[config.mk]
export PLATFORM = sky130hd
export DESIGN_NAME = abz_generator
export DESIGN_NICKNAME = d
export VERILOG_FILES = /design/src/rtl/abz_pkg.sv /design/src/rtl/abz_rate_div.sv /design/src/rtl/abz_generator.sv
export SDC_FILE = /design/constraint.sdc
export NUM_CORES = 1
export LEC_CHECK = 0
export ABC_AREA = 1
export BUFFER_PORTS_ARGS = -buffer_cell sky130_fd_sc_hd__buf_4
export CAP_MARGIN = 25
export CORE_ASPECT_RATIO = 1.25
export CORE_UTILIZATION = 25
export CTS_CLUSTER_SIZE = 24
export DETAILED_ROUTE_END_ITERATION = 16
export HOLD_SLACK_MARGIN = 0.08
export SLEW_MARGIN = 25
export SYNTH_ARGS = -nofsm -noshare
export SYNTH_HDL_FRONTEND = slang
export SYNTH_HIERARCHICAL = 1
export SYNTH_SLANG_ARGS = --single-unit
[constraint.sdc]
create_clock -name clk -period 5.72 [get_ports clk]
set_input_delay 1.144 -clock clk [delete_from_list [all_inputs] [get_ports clk]]
set_output_delay 1.144 -clock clk [all_outputs]
set_load 0.05 [all_outputs]
[src/rtl/abz_pkg.sv]
// Shared ABZ definitions: FSM states, quadrature phase encoding and direction codes.
`default_nettype none

package abz_pkg;

  typedef enum logic [1:0] {
    ST_IDLE = 2'd0,
    ST_RUN  = 2'd1,
    ST_DONE = 2'd2
  } state_t;

  typedef logic [1:0] phase_t;

  localparam logic DIR_FWD = 1'b0;
  localparam logic DIR_REV = 1'b1;

  // {A,B} per phase, packed ph3..ph0 = 01,11,10,00
  localparam logic [7:0] PHASE_AB = 8'b01_11_10_00;

  function automatic logic [1:0] phase_ab(input phase_t p);
    return PHASE_AB[{p, 1'b0} +: 2];
  endfunction

endpackage

`default_nettype wire

[src/rtl/abz_rate_div.sv]
// Loadable down-counter emitting a one-cycle tick every (period_m1+1) enabled cycles.
`default_nettype none

module abz_rate_div #(
  parameter int DIV_W = 16
) (
  input  logic             clk,
  input  logic             arst,
  input  logic             load,
  input  logic [DIV_W-1:0] period_m1,
  input  logic             en,
  output logic             tick
);

  logic [DIV_W-1:0] cnt;
  logic [DIV_W-1:0] reload;

  always_ff @(posedge clk or posedge arst) begin
    if (arst) begin
      cnt    <= '0;
      reload <= '0;
    end else if (load) begin
      cnt    <= period_m1;
      reload <= period_m1;
    end else if (en) begin
      cnt <= (cnt == '0) ? reload : cnt - 1'b1;
    end
  end

  assign tick = en && (cnt == '0);

endmodule

`default_nettype wire

[src/rtl/abz_generator.sv]
// Quadrature A/B/Z encoder emulator; the index path (POS, Z) exists only when
// ABZ_GEN_INDEX_EN is defined, otherwise POS and Z are tied to 0.
`default_nettype none

module abz_generator
  import abz_pkg::*;
#(
  parameter int CNT_W = 16,
  parameter int DIV_W = 16,
  parameter int PPR   = 1024
) (
  input  logic                       clk,
  input  logic                       arst,
  input  logic                       cmd_valid,
  output logic                       cmd_ready,
  input  logic                       cmd_dir,
  input  logic [CNT_W-1:0]           cmd_edges,
  input  logic [DIV_W-1:0]           cmd_div,
  input  logic                       abort,
  output logic                       a,
  output logic                       b,
  output logic                       z,
  output logic [$clog2(4*PPR)-1:0]   pos,
  output logic                       busy,
  output logic                       done
);

  localparam int POS_W = $clog2(4*PPR);

  state_t           state, state_next;
  logic             dir;
  logic [CNT_W-1:0] remaining;
  phase_t           ph, ph_next;
  logic             accept;
  logic [DIV_W-1:0] div_eff;
  logic             tick;
  logic             step;

  assign accept  = cmd_valid && cmd_ready;
  assign div_eff = (cmd_div == '0) ? DIV_W'(1) : cmd_div;
  // Abort wins over a coincident tick: the edge is dropped.
  assign step    = (state == ST_RUN) && tick && !abort;
  assign ph_next = (dir == DIR_REV) ? ph - 2'd1 : ph + 2'd1;

  abz_rate_div #(
    .DIV_W(DIV_W)
  ) u_rate_div (
    .clk      (clk),
    .arst     (arst),
    .load     (accept),
    .period_m1(div_eff - 1'b1),
    .en       (state == ST_RUN),
    .tick     (tick)
  );

  always_ff @(posedge clk or posedge arst) begin
    if (arst) state <= ST_IDLE;
    else      state <= state_next;
  end

  always_comb begin
    state_next = state;
    case (state)
      ST_IDLE: if (accept) state_next = (cmd_edges == '0) ? ST_DONE : ST_RUN;
      ST_RUN: begin
        if (abort)                                 state_next = ST_IDLE;
        else if (step && remaining == CNT_W'(1))   state_next = ST_DONE;
      end
      ST_DONE: state_next = ST_IDLE;
      default: state_next = ST_IDLE;
    endcase
  end

  always_comb begin
    cmd_ready = (state == ST_IDLE);
    busy      = (state == ST_RUN);
    done      = (state == ST_DONE);
  end

  always_ff @(posedge clk or posedge arst) begin
    if (arst) begin
      dir       <= DIR_FWD;
      remaining <= '0;
      ph        <= '0;
      a         <= 1'b0;
      b         <= 1'b0;
    end else if (accept) begin
      dir       <= cmd_dir;
      remaining <= cmd_edges;
    end else if (step) begin
      remaining <= remaining - 1'b1;
      ph        <= ph_next;
      {a, b}    <= phase_ab(ph_next);
    end
  end

`ifdef ABZ_GEN_INDEX_EN
  localparam logic [POS_W-1:0] POS_MAX = POS_W'(4*PPR - 1);

  logic [POS_W-1:0] pos_q;
  logic [POS_W-1:0] pos_next;
  logic             z_q;

  always_comb begin
    if (dir == DIR_REV) pos_next = (pos_q == '0) ? POS_MAX : pos_q - 1'b1;
    else                pos_next = (pos_q == POS_MAX) ? '0 : pos_q + 1'b1;
  end

  // Z is registered alongside A/B so the index pulse lines up with the edge.
  always_ff @(posedge clk or posedge arst) begin
    if (arst) begin
      pos_q <= '0;
      z_q   <= 1'b1;
    end else if (step) begin
      pos_q <= pos_next;
      z_q   <= (pos_next == '0);
    end
  end

  assign pos = pos_q;
  assign z   = z_q;
`else
  assign pos = '0;
  assign z   = 1'b0;
`endif

endmodule

`default_nettype wire

==> out/metrics.yaml <==
logic_synthesis:
  synth_common_cells: "nand2_1, nor2_1, inv_1, dfrtp_1, nand3_1"
  yosysUniqueCellTypes: 39
  ys_seq_area_share_pct: 34.5
  netlist_area_um2: 3920
  yosysWarnings: 6
  synth_edf_count: 0
  synth_area_per_cell_um2: 6.71
  yosys.area.top_type_share_pct: 34.5
  ys.flop_type: "dfrtp_1"
  synthMostInstantiatedCell: "nand2_1"
  synthTopCellsByArea: "dfrtp_1, nand2_1, nor2_1, inv_1, nand3_1"
  synthCells: 584
  ys_async_sr_fraction_pct: 100
  yosys.area.top_type: "dfrtp_1"
  synth_seq_cells: 54
grt:
  grt_pass1_vias: 3581
  overflow: 0
  antenna_found_initial: 0
  grt_util_met2_pct: 22.3
  grtUsageMet1_pct: 17.3
  grt_pass1_wl_um: 17100
  grt_use_met3_pct: 1.24
  grt_use_total_pct: 13.2
  grt_max_degree: 35
  top_usage_layer: "met2"
clocking:
  clkTransAtPathRegs_ns: 0.07
  numCtsBuffers: 5
  clk_latency_ns: 0.30
  ctsHoldBuffers: 0
  cts_tree: "built"
  clock_path_buffers: 2
  cts.sink_count: 54
  cts_root_buf: "clkbuf_16"
  postCtsSetupRepairBufs: 0
  htree_levels: 2
  ctsResizeCount: 0
layout:
  nets: 662
  drive_gt1_share_pct: 13.2
  insertedDiodeCount: 0
  finish.utilization_pct: 30.1
  area_delta_synth_final_pct: 16.3
  fillers: 1731
floorplanning:
  ios: 55
  die_h_um: 142
  die_area_um2: 16200
  die_w_um: 114
  start_util_pct: 25.9
  row_count: 50
  core_um2: 15100
worst_hold_path:
  hold_depth: 2
  hp-start: "u_rate_div/reload[8]"
  hp-class: "flop to flop"
  hold_end: "u_rate_div/reload[8]"
worst_setup_path:
  reg2reg_to: "u_rate_div/cnt[9]"
  required_ns: 5.94
  worstSetupEndpointType: "flop"
  reg2reg_depth: 8
  reg2reg_setup_slack_ns: 3.18
  path_buf_inv: 3
  cp_top_family: "simple AND/OR/NAND/NOR gates"
  cp.arrival_ns: 3.10
  rr_startpoint: "state[1]"
  slowest_delay_ns: 0.60
  cp_slowest_cell: "nor2_1"
  start_kind: "input pin"
  crit_chain: "buf_4, nand2_2, inv_2, nor2_1, inv_1, o21ai_0, o21bai_1"
  path_max_fanout: 34
  path_class: "input pin to flop"
power_and_ir_drop:
  ir_drop_uv: 139
  power_density_nw_per_um2: 428
  leakagePower_nw: 2.26
sta:
  max-slew-margin-rel_pct: 41.4
  tightest_slew_ns: 0.878
  max_freq_mhz: 347
  tns_ns: 0
  setup_viol: 0
  rsz0062_at_grt: "false"
  hold_viol: 0
  finalCriticalPeriod_ns: 2.88
  period_share_pct: 50.4
  skew_ns: 0.00548
  drv_slew: 0
flow_run:
  maxCapViolations: 0
detailed_routing:
  first_pass_iters: 4
  postRouteWirelength_um: 10300
  drc: 0
  vias: 3649
  drtIter0Drc: 214
  vias_per_cell: 4.40
  wire_per_inst_um: 12.4
  ant_nets: 0
placed_design:
  io_buffer_count: 41
  place_congestion: 0.879
  hpwl_um: 7920
run_status:
  outcome: "finished clean"
==> cell type report <==
cell class              instances  area [µm²]  area share [%]
multi-input cells             444        2160            47.3
flip-flops and latches         54        1350            29.7
repair buffers                 42         315            6.92
inverters                      73         274            6.01
well taps                     208         260            5.71
clock buffers                   6         139            3.05
clock inverters                 2        60.1            1.32
==> sequential cells by signal, summed over array words and instances, names as in the netlist <==
signal and cells:
dir 1, state 2, u_rate_div/cnt 16, a 1
ph 1, remaining 16, b 1, u_rate_div/reload 16
==> placed cells by master (no fill, tap or decap), drive strengths merged <==
cell    netlist  final
ha            5      5
a21boi        6      6
dfrtp        54     54
a21oi         9      9
or2           3      3
nand2       186    186
o221ai        1      1
buf          21     42
xor2         15     15
nand4        10     10
nand3b        2      2
nor2         95     95
conb          1     13
a31oi         1      1
clkbuf        4      6
o22ai         6      6
xnor2         7      7
and2          1      1
o21bai        5      5
bufinv        0      2
o211ai        4      4
o21ai        28     28
nor3          6      6
inv          73     73
nand3        41     41
==> power breakdown <==
part | leakage [nW] | internal (W) | switching (W)
sequential | 0.663 | 0.000547 | 0.000147
combinational | 1.50 | 0.000295 | 0.000554
clock | 0.0971 | 0.000263 | 0.000143
==> how the worst max path moves through the flow <==
stage	from	to	slack (ns)	depth (start not counted)
5_1_grt	cmd_valid	u_rate_div/cnt[5]	2.61	7
4_1_cts	cmd_valid	u_rate_div/cnt[1]	2.82	7
2_1_floorplan	cmd_div[4]	u_rate_div/cnt[14]	3.01	12
3_3_place_gp	cmd_div[8]	u_rate_div/cnt[14]	2.62	13
6_report	cmd_valid	u_rate_div/cnt[1]	2.84	7
3_5_place_dp	cmd_valid	u_rate_div/cnt[1]	2.50	7
==> cells by family after synthesis <==
family / synth area share, %
flip-flops: 34.5
AND/OR/NAND/NOR: 38.0
other: 0.0957
adder cells (fa/ha/maj): 1.60
XOR/XNOR: 4.92
buffers and inverters: 11.6
AO/OA/AOI/OAI: 9.23
==> layer usage <==
metal / wire length (µm) / vias to the layer above
met5: 0 / -
met4: 200 / 0
met3: 199 / 12
met2: 4900 / 64
met1: 4950 / 1696
li1: - / 1877
==> stage by stage <==
| stage | hold WS [ns] | setup slack [ns] | cells | total power (W) | instance area, µm² |
|---|---|---|---|---|---|
| finish | 0.464 | 2.84 | 829 | 0.00195 | 4560 |
| global placement | 0.449 | 2.62 | 821 | 0.00153 | 4360 |
| global route | 0.500 | 2.61 | 829 | 0.00212 | 4560 |
| floorplan | 0.435 | 3.01 | 596 | 0.00135 | 3960 |
| detailed placement | 0.451 | 2.50 | 821 | 0.00155 | 4360 |
| CTS | 0.468 | 2.82 | 829 | 0.00196 | 4560 |
==> worst reg2reg max path: stages (launching register included) <==
cell and delay (ns):
dfrtp_1 0.43, nor2_2 0.26, nand2_2 0.22, inv_2 0.49, inv_1 0.54, nand2_4 0.26
o21ai_1 0.09, nand3_1 0.09, nand2_1 0.06
No activity file was read; power rests on OpenSTA's default activity.
